`src/rtl/apb_reg_ctrl.sv`:
```
// APB access sequencer for the I2S register map (0x0 Tx data, 0x4 control, 0x8 Rx data).
// Produces one-cycle register strobes, wait states on Tx/Rx back-pressure, and error responses.
module apb_reg_ctrl #(
  parameter int unsigned MAX_WAIT = 15
) (
  input  logic        pclk,
  input  logic        preset,
  input  logic        psel,
  input  logic        penable,
  input  logic        pwrite,
  input  logic [31:0] paddr,
  input  logic        tx_full,
  input  logic        rx_valid,
  output logic        pready,
  output logic        pslverr,
  output logic        reg_wen,
  output logic        reg_ren,
  output logic        rx_ack,
  output logic [7:0]  err_cnt
);

  localparam int unsigned CW = (MAX_WAIT < 1) ? 1 : $clog2(MAX_WAIT + 1);

  typedef enum logic [2:0] {
    IDLE,
    ACCESS,
    WAIT,
    STROBE,
    DONE
  } state_t;

  state_t        state;
  state_t        next_state;
  logic [31:0]   addr_q;
  logic          write_q;
  logic [CW-1:0] wait_cnt;

  logic acc_tx;
  logic acc_rx;
  logic acc_ctl;
  logic acc_ok;
  logic res_ready;
  logic timeout;
  logic next_err;

  logic pready_d;
  logic pslverr_d;
  logic reg_wen_d;
  logic reg_ren_d;

  always_comb begin
    acc_tx    = write_q && (addr_q == 32'h0000_0000);
    acc_rx    = !write_q && (addr_q == 32'h0000_0008);
    acc_ctl   = (addr_q == 32'h0000_0004);
    acc_ok    = acc_tx || acc_rx || acc_ctl;
    res_ready = acc_tx ? !tx_full : (acc_rx ? rx_valid : 1'b1);
    timeout   = (wait_cnt == CW'(MAX_WAIT));
  end

  always_ff @(posedge pclk) begin
    if (!preset) begin
      state    <= IDLE;
      addr_q   <= '0;
      write_q  <= 1'b0;
      wait_cnt <= '0;
      pready   <= 1'b0;
      pslverr  <= 1'b0;
      reg_wen  <= 1'b0;
      reg_ren  <= 1'b0;
      rx_ack   <= 1'b0;
      err_cnt  <= '0;
    end else begin
      state <= next_state;
      if (state == IDLE && next_state == ACCESS) begin
        addr_q   <= paddr;
        write_q  <= pwrite;
        wait_cnt <= '0;
      end else if (state == WAIT && next_state == WAIT) begin
        wait_cnt <= wait_cnt + CW'(1);
      end
      pready  <= pready_d;
      pslverr <= pslverr_d;
      reg_wen <= reg_wen_d;
      reg_ren <= reg_ren_d;
      rx_ack  <= reg_ren_d;
      if (pslverr_d && err_cnt != '1) begin
        err_cnt <= err_cnt + 8'd1;
      end
    end
  end

  // Timeout wins over a late-arriving resource on the final wait cycle,
  // which bounds a successful transfer at 4+MAX_WAIT cycles.
  always_comb begin
    next_state = state;
    next_err   = 1'b0;
    unique case (state)
      IDLE: begin
        if (psel && !penable) next_state = ACCESS;
      end
      ACCESS: begin
        if (!psel) begin
          next_state = IDLE;
        end else if (!acc_ok) begin
          next_state = DONE;
          next_err   = 1'b1;
        end else if (res_ready) begin
          next_state = STROBE;
        end else begin
          next_state = WAIT;
        end
      end
      WAIT: begin
        if (!psel) begin
          next_state = IDLE;
        end else if (timeout) begin
          next_state = DONE;
          next_err   = 1'b1;
        end else if (res_ready) begin
          next_state = STROBE;
        end
      end
      STROBE: begin
        next_state = psel ? DONE : IDLE;
      end
      DONE: begin
        next_state = IDLE;
      end
      default: begin
        next_state = IDLE;
      end
    endcase
  end

  always_comb begin
    pready_d  = (next_state == DONE);
    pslverr_d = (next_state == DONE) && next_err;
    reg_wen_d = (next_state == STROBE) && acc_tx;
    reg_ren_d = (next_state == STROBE) && acc_rx;
  end

endmodule
```
`config.mk`:
```
export PLATFORM = sky130hd
export DESIGN_NAME = apb_reg_ctrl
export DESIGN_NICKNAME = d
export VERILOG_FILES = /design/src/rtl/apb_reg_ctrl.sv
export SDC_FILE = /design/constraint.sdc
export NUM_CORES = 1
export LEC_CHECK = 0
export BUFFER_PORTS_ARGS = -buffer_cell sky130_fd_sc_hd__buf_4
export CAP_MARGIN = 20
export CORE_ASPECT_RATIO = 1.4
export CORE_UTILIZATION = 48
export CTS_CLUSTER_SIZE = 16
export DETAILED_ROUTE_END_ITERATION = 12
export PLACE_DENSITY = 0.8
export SLEW_MARGIN = 10
export SYNTH_ARGS = -nofsm -noshare
export SYNTH_HDL_FRONTEND = slang
export SYNTH_SLANG_ARGS = --single-unit
export TNS_END_PERCENT = 30
```
`constraint.sdc`:
```
create_clock -name pclk -period 1.9 [get_ports pclk]
set_clock_uncertainty 0.1 [all_clocks]
set_input_delay 0.38 -clock pclk [delete_from_list [all_inputs] [get_ports pclk]]
set_output_delay 0.38 -clock pclk [all_outputs]
set_load 0.02 [all_outputs]
```
==> run_results.csv, run 1 <==
group,metric,value,unit
status,status,"finished with violations",
status,violations,"setup timing",
clocking,cts_made_buffers,5,
final_layout,fin_cells,403,
global_routing,antenna_found_initial,0,
clocking,path_clk_slew,0.09,ns
logic_synthesis,syn_area_per_cell,8.02,um2
logic_synthesis,synth_edf_count,0,
sta,fin_crit_sh,1.09,
final_layout,syn_to_final_growth,33.6,%
sta,fmax,482,MHz
worst_setup_path,crit_slowest_cell,"or4_4",
sta,relSlewSlack,0.741,
logic_synthesis,netlist_instances,278,
final_layout,drive_above_1_share,0.284,
power_and_ir_drop,ir_worst_vdd,0.468,mV
sta,fin_hold_ws,0.213,ns
sta,tightest_slew,0.385,ns
final_layout,diodes,0,
worst_setup_path,critPathKind,"reg2reg",
die,core-area,4500,um2
sta,final-setup-viol-count,16,
logic_synthesis,syn_nets,319,
logic_synthesis,yosysSeqAreaShare,0.467,
sta,setup_slack,-0.176,ns
hold_path,hold_class,"in2reg",
die,die_w,59.6,um
clocking,htree_levels,2,
detailed_routing,vias_per_cell,5.31,
clocking,cts_num_sinks,52,
sta,min_period,2.08,ns
detailed_routing,wl,5100,um
die,ioPinCount,52,
clocking,cts-root-buf,"clkbuf_8",
power_and_ir_drop,power.share.sequential,0.509,
sta,drv_slew,0,
worst_setup_path,startpoint_type,"flop",
clocking,clk_latency,0.30,ns
hold_path,hold_start,"paddr[22]",
clocking,cts_hold_buf,0,
die,die_h,82.6,um
worst_setup_path,rrSetupSlack,-0.18,ns
clocking,max-clock-path-buffers,2,
power_and_ir_drop,switching_power,516,uW
place,gp_congestion,0.800,
global_routing,overflow,0,
detailed_routing,first_pass_iters,5,
power_and_ir_drop,combPwrFrac,0.130,
worst_setup_path,critPathMaxStageDelay,0.55,ns
worst_setup_path,reg2reg_depth,5,
place,dp.cells,390,
logic_synthesis,yosysUniqueCellTypes,36,
global_routing,track_usage,0.225,
detailed_routing,vias,2138,
global_routing,grt_pass1_vias,1996,
logic_synthesis,ys_warn_count,0,
logic_synthesis,ys_ff_latch,52,
place,port_buffers,51,
logic_synthesis,synth-main-ff-cell,"dfxtp_1",
power_and_ir_drop,p_sw_frac,0.229,
worst_setup_path,critPathRequiredTime,2.05,ns
worst_setup_path,r2r-end,"wait_cnt[2]",
die,design.die.area,4930,um2
worst_setup_path,rr_startpoint,"addr_q[13]",
clocking,tritoncts,"built",
power_and_ir_drop,power_frac_clock,0.361,
logic_synthesis,async_reset_ff_frac,0,
worst_setup_path,cp-end-kind,"flop",
hold_path,holdPathEnd,"addr_q[22]",
final_layout,nets,381,
power_and_ir_drop,cellPowerDensity,756,nW/um2
logic_synthesis,syn_area,2230,um2
place,hpwl,3480,um
worst_setup_path,crit_path_max_fanout,5,
hold_path,whs_path_depth,3,
worst_setup_path,worstPathCellList,"or4_4 > nor4_4 > nand3_2 > or4_1 > a21oi_1",
worst_setup_path,arrival,2.22,ns
detailed_routing,antenna_left,0,
final_layout,fillers,416,
power_and_ir_drop,internal_power,1740,uW
detailed_routing,first_iter_violations,85,
detailed_routing,drt-wirelength-per-cell,12.7,um
die,initial_core_util,0.496,
global_routing,grt_pass1_wl,8330,um
power_and_ir_drop,p_leak,0.00117,uW
job,maxCapViolations,0,
die,rows,29,
global_routing,grt_max_degree,38,
detailed_routing,drc,0,
sta,grt_setup_unrepaired,"yes",
sta,final-hold-violation-count,0,
[flip-flops by register name, indices dropped and copies added (netlist names)]
signal,flops
rx_ack,1
reg_wen,1
addr_q,32
err_cnt,8
write_q,1
pready,1
wait_cnt,4
state,3
pslverr,1
[worst max-delay path by stage]
| stage | from | to | slack, ns | depth (start not counted) |
|---|---|---|---|---|
| 6_report | addr_q[13] | wait_cnt[2] | -0.18 | 5 |
| 3_3_place_gp | addr_q[0] | err_cnt[0] | -0.18 | 6 |
| 2_1_floorplan | addr_q[13] | wait_cnt[2] | -0.14 | 5 |
| 5_1_grt | addr_q[13] | wait_cnt[2] | -0.27 | 5 |
| 3_5_place_dp | addr_q[0] | err_cnt[1] | -0.25 | 6 |
| 4_1_cts | addr_q[12] | wait_cnt[2] | -0.19 | 5 |
[metal layers]
layer	vias to the layer above	global-route usage	share of wire
met4	0	0.130	0.034
met5	-	0	0
met2	51	0.398	0.51
met1	987	0.247	0.42
met3	14	0.0421	0.036
li1	1086	-	-
[Yosys cell counts (4+ instances only)]
library cell | n | area, um2
a21oi_1 | 42 | 210
o31ai_1 | 4 | 30.0
clkbuf_1 | 15 | 56.3
or3_1 | 4 | 25.0
or4_1 | 4 | 30.0
dfxtp_1 | 52 | 1040
nor4_1 | 7 | 43.8
o21ai_0 | 6 | 30.0
nand2_1 | 80 | 300
nand2b_1 | 7 | 43.8
inv_1 | 5 | 18.8
nor3_1 | 7 | 35.0
nand3_1 | 6 | 30.0
mux2i_1 | 4 | 40.0
[what timing repair did]
| action | CTS | global route |
|---|---|---|
| gates resized for setup | 11 | 4 |
| pin swaps | 9 | 8 |
| gates cloned | 1 | 0 |
| buffers inserted | 4 | 0 |
| endpoints found under the setup margin | 17 | 19 |
[critical path: cells and delay by family, from the launching register on]
family,cells,cell delay [ns]
AO/OA/AOI/OAI,1,0.12
flip-flops,1,0.32
AND/OR/NAND/NOR,4,1.48
[metrics by stage]
step                setup TNS, ns  total power (uW)  worst slack, ns   util  area (um2)
finish                      -1.82              2250           -0.176  0.662        2980
global placement            -2.08              1430           -0.180  0.613        2760
global route                -3.03              2340           -0.265  0.662        2980
detailed placement          -3.03              1440           -0.249  0.613        2760
CTS                         -2.02              2260           -0.188  0.660        2970
floorplan                   -1.20              1330           -0.144      -        2230
[cell families (layout without fill, tap and decap cells)]
logic type,count (synthesis),after routing,share of synthesized area
AOI/OAI and AO/OA,58,58,0.143
and+or+nand+nor,140,140,0.320
DFF,52,52,0.467
muxes,4,4,0.0180
buffers and inverters,22,85,0.0404
adders and majority gates,2,2,0.0112
[power by group through the flow]
stage | registers, uW | clock network, uW | logic, uW
2_1_floorplan | 1170 | 0 | 159
3_3_place_gp | 1170 | 0 | 261
3_5_place_dp | 1170 | 0 | 266
4_1_cts | 1150 | 826 | 288
5_1_grt | 1150 | 867 | 322
6_report | 1150 | 813 | 292
[cells in the final DEF (no fill, tap or decap), types with 5 or more instances in the layout]
cell       n
nor4_1     5
a21oi_1   42
nand2_1   80
clkbuf_8   7
nand3_1    6
dfxtp_1   51
nand2b_1   7
buf_4     68
inv_1      5
[layout make-up]
class | instances | area, um2 | share of cell area
clock buffers | 7 | 96.3 | 0.0323
clock inverters | 1 | 30.0 | 0.0101
inverters | 5 | 18.8 | 0.00630
multi-input cells | 204 | 1150 | 0.386
flip-flops and latches | 52 | 1040 | 0.350
well taps | 62 | 77.6 | 0.0260
repair buffers | 72 | 564 | 0.189
Power figures use the tool's default switching activity.
==> inputs of run 2 (changes only) <==
Settings changed: CELL_PAD_IN_SITES_DETAIL_PLACEMENT from default to 0, CELL_PAD_IN_SITES_GLOBAL_PLACEMENT from default to 2, CORE_UTILIZATION 48 to 27, PLACE_DENSITY 0.8 to 0.79.
==> run 2 against run 1 <==
The run still ends with setup timing left. Global-route usage is 9.1 points lower. Sequential power barely moved. Sequential share of layout area decreased by 0.55 points. Clock power is 3.0% lower. Maximum frequency fell by 1.8%. Largest cell class unchanged.
==> run_results.csv, run 2 (same netlist as run 1, synthesis figures left out) <==
group,metric,value,unit
die,initial_core_util,0.282,
worst_setup_path,arrival,2.27,ns
detailed_routing,wl,5470,um
power_and_ir_drop,cellPowerDensity,735,nW/um2
global_routing,overflow,0,
worst_setup_path,startpoint_type,"flop",
die,design.die.area,8630,um2
power_and_ir_drop,p_sw_frac,0.249,
power_and_ir_drop,power.share.sequential,0.515,
global_routing,antenna_found_initial,0,
die,die_h,110,um
status,violations,"setup timing",
sta,final-hold-violation-count,0,
clocking,path_clk_slew,0.10,ns
power_and_ir_drop,internal_power,1670,uW
clocking,htree_levels,2,
clocking,tritoncts,"built",
place,port_buffers,51,
sta,relSlewSlack,0.732,
place,pre_cts_ws,-0.214,ns
sta,setup_slack,-0.214,ns
clocking,cts_num_sinks,52,
final_layout,multi_input_area,1150,um2
die,core-area,7890,um2
detailed_routing,first_pass_iters,4,
worst_setup_path,worstPathCellList,"or4_4 > nor4_4 > nand3_2 > or4_1 > a21oi_1",
hold_path,hold_class,"in2reg",
final_layout,layout_commonest_cell,"nand2_1",
sta,fmax,473,MHz
detailed_routing,antenna_left,0,
global_routing,track_usage,0.134,
worst_setup_path,critPathMaxStageDelay,0.55,ns
detailed_routing,drt-wirelength-per-cell,12.3,um
sta,grt_setup_unrepaired,"yes",
place,gp_congestion,0.776,
power_and_ir_drop,switching_power,553,uW
die,die_w,78.8,um
global_routing,grt_max_degree,38,
clocking,max-clock-path-buffers,2,
global_routing,grt_pass1_vias,2007,
detailed_routing,drc,0,
worst_setup_path,critPathKind,"reg2reg",
clocking,cts_made_buffers,5,
final_layout,reg_top3,"addr_q (32), err_cnt (8), wait_cnt (4)",
worst_setup_path,critPathRequiredTime,2.05,ns
power_and_ir_drop,ir_worst_vdd,0.385,mV
detailed_routing,first_iter_violations,40,
final_layout,drive_above_1_share,0.297,
sta,tns,-2.65,ns
sta,final-setup-viol-count,16,
detailed_routing,vias,2088,
final_layout,seqCellArea,1040,um2
die,rows,38,
final_layout,top_register,"addr_q",
final_layout,syn_to_final_growth,35.7,%
final_layout,fillers,826,
clocking,cts-root-buf,"clkbuf_8",
job,maxCapViolations,0,
final_layout,largest_reg_flops,32,
power_and_ir_drop,power_frac_clock,0.355,
final_layout,diodes,0,
worst_setup_path,cp-end-kind,"flop",
power_and_ir_drop,p_leak,0.00117,uW
worst_setup_path,critPathBufInv,0,
status,status,"finished with violations",
sta,tightest_slew,0.402,ns
worst_setup_path,rrSetupSlack,-0.21,ns
sta,fin_crit_sh,1.11,
final_layout,final_cell_mix,"nand2_1, buf_4, dfxtp_1, a21oi_1, nand2b_1",
die,ioPinCount,52,
power_and_ir_drop,combPwrFrac,0.130,
sta,drv_slew,0,
worst_setup_path,crit_family,"simple AND/OR/NAND/NOR gates",
place,hpwl,4010,um
clocking,clk_latency,0.31,ns
worst_setup_path,crit_path_max_fanout,5,
detailed_routing,vias_per_cell,4.70,
sta,fin_hold_ws,0.200,ns
sta,min_period,2.11,ns
worst_setup_path,crit_slowest_cell,"or4_4",
final_layout,nets,384,
global_routing,grt_pass1_wl,9150,um
[run 2: changes by cell type in the layout (fill, tap and decap cells not counted), sizes merged]
cell      previous run  this run
clkinvlp             0         1
clkbuf               7         5
buf                 72        75
inv                  5         6
[run 2: worst paths after layout]
check | start | endpoint | cells past startpoint
worst min register to register | addr_q[5] | addr_q[5] | 2
worst max register to register | addr_q[13] | wait_cnt[2] | 5
worst min-delay path | paddr[30] | addr_q[30] | 3
worst max-delay path | addr_q[13] | wait_cnt[2] | 5
[run 2: cell type report]
type / instances / share of cell area
Clock inverter: 3 / 0.0153
Clock buffer: 5 / 0.0227
Inverter: 5 / 0.00620
Multi-Input combinational cell: 204 / 0.379
Tap cell: 100 / 0.0413
Sequential cell: 52 / 0.344
Timing Repair Buffer: 75 / 0.191
[run 2: timing repair]
| action | in CTS | in global routing |
|---|---|---|
| setup buffers | 2 | 0 |
| hold buffers | 0 | 0 |
| gates resized for setup | 5 | 10 |
| setup endpoints to repair | 16 | 16 |
| hold endpoints to repair | 0 | 0 |
| cloned | 0 | 1 |
| pin swaps | 1 | 7 |
[run 2: routing by layer]
| metal | track usage | vias up | part of all wire |
|---|---|---|---|
| met2 | 0.243 | 35 | 0.50 |
| li1 | - | 1091 | - |
| met5 | 0 | - | 0 |
| met4 | 0.0450 | 0 | 0.013 |
| met1 | 0.160 | 956 | 0.46 |
| met3 | 0.0207 | 6 | 0.030 |
[run 2: power by group through the flow]
stage	sequential (uW)	clock, uW	combinational, uW
after floorplan	1170	0	159
after detailed placement	1170	0	283
final	1150	789	288
after global routing	1150	843	323
after global placement	1170	0	281
after CTS	1150	819	291
[run 2: per-stage QoR]
| step | cells | total power (uW) | utilization | area (um2) |
|---|---|---|---|---|
| floorplan | 278 | 1330 | - | 2230 |
| global placement | 433 | 1450 | 0.360 | 2840 |
| detailed placement | 433 | 1450 | 0.360 | 2840 |
| CTS | 443 | 2260 | 0.379 | 2990 |
| global route | 444 | 2320 | 0.383 | 3030 |
| finish | 444 | 2220 | 0.383 | 3030 |
[run 2: tightest hold or removal path, cell delays in order]
cell and delay (ns):
buf_4 0.11, nand2_1 0.04, a21oi_1 0.05
==> inputs of run 3 (changes only) <==
Settings changed: CTS_BUF_LIST from default to sky130_fd_sc_hd__clkbuf_16.
==> run 3 against run 2 <==
The run still ends with setup timing left. First-iteration DRC count is 15% higher. Maximum frequency decreased by 0.63%. Clock-buffer cell count stayed put. Non-clock buffer count unchanged. Die area unchanged. Register-to-register slack is essentially flat. Highest routed layer unchanged. Worst hold slack gained 0.026 ns. Sequential power about the same. Final cell count unchanged. Via count increased by 0.34%. Clock power rose by 32%. Sequential share of layout area is 0.52 points lower.
==> run_results.csv, run 3 (same netlist as run 1, synthesis figures left out) <==
group,metric,value,unit
clocking,cts-root-buf,"clkbuf_16",
sta,min_period,2.13,ns
clocking,htree_levels,2,
sta,relSlewSlack,0.731,
worst_setup_path,reg2reg_depth,5,
die,core-area,7890,um2
sta,fin_crit_sh,1.12,
die,ioPinCount,52,
power_and_ir_drop,cellPowerDensity,804,nW/um2
worst_setup_path,cp-endpoint,"wait_cnt[2]",
sta,final-hold-violation-count,0,
clocking,tritoncts,"built",
hold_path,hold_class,"in2reg",
worst_setup_path,arrival,2.26,ns
clocking,cts_num_sinks,52,
worst_setup_path,rrSetupSlack,-0.23,ns
final_layout,top_register,"addr_q",
final_layout,drive_above_1_share,0.294,
clocking,max-clock-path-buffers,2,
final_layout,reg_top3,"addr_q (32), err_cnt (8), wait_cnt (4)",
worst_setup_path,startpoint_type,"flop",
sta,setup_slack,-0.227,ns
worst_setup_path,critPathRequiredTime,2.03,ns
detailed_routing,vias_per_cell,4.72,
power_and_ir_drop,p_total,2470,uW
final_layout,syn_to_final_growth,37.8,%
detailed_routing,vias,2095,
place,gp_congestion,0.776,
detailed_routing,first_pass_iters,4,
global_routing,grt_pass1_wl,9110,um
die,rows,38,
global_routing,grt_pass1_vias,2002,
final_layout,diodes,0,
place,hpwl,4010,um
worst_setup_path,r2r-end,"wait_cnt[2]",
detailed_routing,wl,5410,um
power_and_ir_drop,p_leak,0.00120,uW
die,design.die.area,8630,um2
worst_setup_path,critPathMaxStageDelay,0.55,ns
detailed_routing,drt-wirelength-per-cell,12.2,um
clocking,path_clk_slew,0.07,ns
die,die_h,110,um
detailed_routing,drc,0,
detailed_routing,antenna_left,0,
sta,tightest_slew,0.403,ns
clocking,cts_made_buffers,5,
job,maxCapViolations,0,
sta,grt_setup_unrepaired,"yes",
detailed_routing,first_iter_violations,46,
worst_setup_path,crit_slowest_cell,"or4_4",
worst_setup_path,critPathKind,"reg2reg",
clocking,clk_latency,0.29,ns
sta,fmax,470,MHz
worst_setup_path,rr_startpoint,"addr_q[13]",
power_and_ir_drop,ir_worst_vdd,0.412,mV
worst_setup_path,cp-end-kind,"flop",
worst_setup_path,crit_path_max_fanout,5,
global_routing,grt_max_degree,38,
global_routing,antenna_found_initial,0,
sta,tns,-2.67,ns
worst_setup_path,crit_family,"simple AND/OR/NAND/NOR gates",
worst_setup_path,worstPathCellList,"or4_4 > nor4_4 > nand3_2 > or4_1 > a21oi_2",
worst_setup_path,crit_start,"addr_q[13]",
sta,drv_slew,0,
final_layout,nets,384,
worst_setup_path,crit_cells,5,
die,initial_core_util,0.282,
final_layout,layout_commonest_cell,"nand2_1",
final_layout,largest_reg_flops,32,
status,violations,"setup timing",
status,status,"finished with violations",
die,die_w,78.8,um
sta,final-setup-viol-count,16,
global_routing,track_usage,0.134,
global_routing,overflow,0,
place,port_buffers,51,
final_layout,final_cell_mix,"nand2_1, buf_4, dfxtp_1, a21oi_1, nand2b_1",
worst_setup_path,critPathBufInv,0,
clocking,cts_hold_buf,0,
-- run 3: changes by cell type in the layout (fill, tap and decap cells not counted) --
cell	delta
clkbuf_16	+5
nor4_1	+1
or3_2	+1
o21ai_1	-1
clkbuf_8	-5
or3_4	-1
o21ai_0	+1
nor4_2	-1
-- run 3: report_power, final --
part	switching, uW	total [uW]	internal, uW
sequential	19.9	1150	1130
clock	412	1040	626
combinational	141	287	146
total	573	2470	1900
-- run 3: through the flow --
| stage | instance area [um2] | setup WS [ns] | util | cells | hold WS, ns |
|---|---|---|---|---|---|
| final | 3070 | -0.227 | 0.389 | 444 | 0.226 |
| after global routing | 3070 | -0.324 | 0.389 | 444 | 0.231 |
| after CTS | 3040 | -0.196 | 0.385 | 443 | 0.222 |
| after detailed placement | 2840 | -0.214 | 0.360 | 433 | 0.347 |
| after global placement | 2840 | -0.175 | 0.360 | 433 | 0.344 |
| after floorplan | 2230 | -0.144 | - | 278 | 0.336 |
-- run 3: layout make-up --
class	instances	area (um2)
clock buffer	5	125
clock inverter	3	46.3
timing repair buffer	75	579
sequential	52	1040
multi-input combinational	204	1140
tap	100	125
inverter	5	18.8
fill	825	4820
-- run 3: metal layers --
| layer | wire (um) | share of wire | GRT usage | vias to the layer above |
|---|---|---|---|---|
| met3 | 181 | 0.033 | 0.0257 | 6 |
| met1 | 2500 | 0.46 | 0.159 | 953 |
| li1 | - | - | - | 1095 |
| met2 | 2650 | 0.49 | 0.242 | 41 |
| met4 | 78 | 0.014 | 0.0437 | 0 |
| met5 | 0 | 0 | 0 | - |
-- run 3: worst min-delay path: stages --
cell and delay (ns):
buf_4 0.11, nand2_1 0.04, a21oi_1 0.05
-- run 3: worst min path at each step --
stage,cells after the start,startpoint,end,slack (ns)
global placement,2,addr_q[16],addr_q[16],0.34
global route,3,paddr[19],addr_q[19],0.23
detailed placement,2,addr_q[5],addr_q[5],0.35
CTS,3,paddr[22],addr_q[22],0.22
floorplan,2,addr_q[12],addr_q[12],0.34
finish,3,paddr[30],addr_q[30],0.23
-- run 3: timing repair --
action | in CTS | in global routing
gates cloned | 0 | 1
setup endpoints to repair | 16 | 16
setup buffers | 2 | 0
gates resized for setup | 3 | 9
pin swaps | 2 | 7
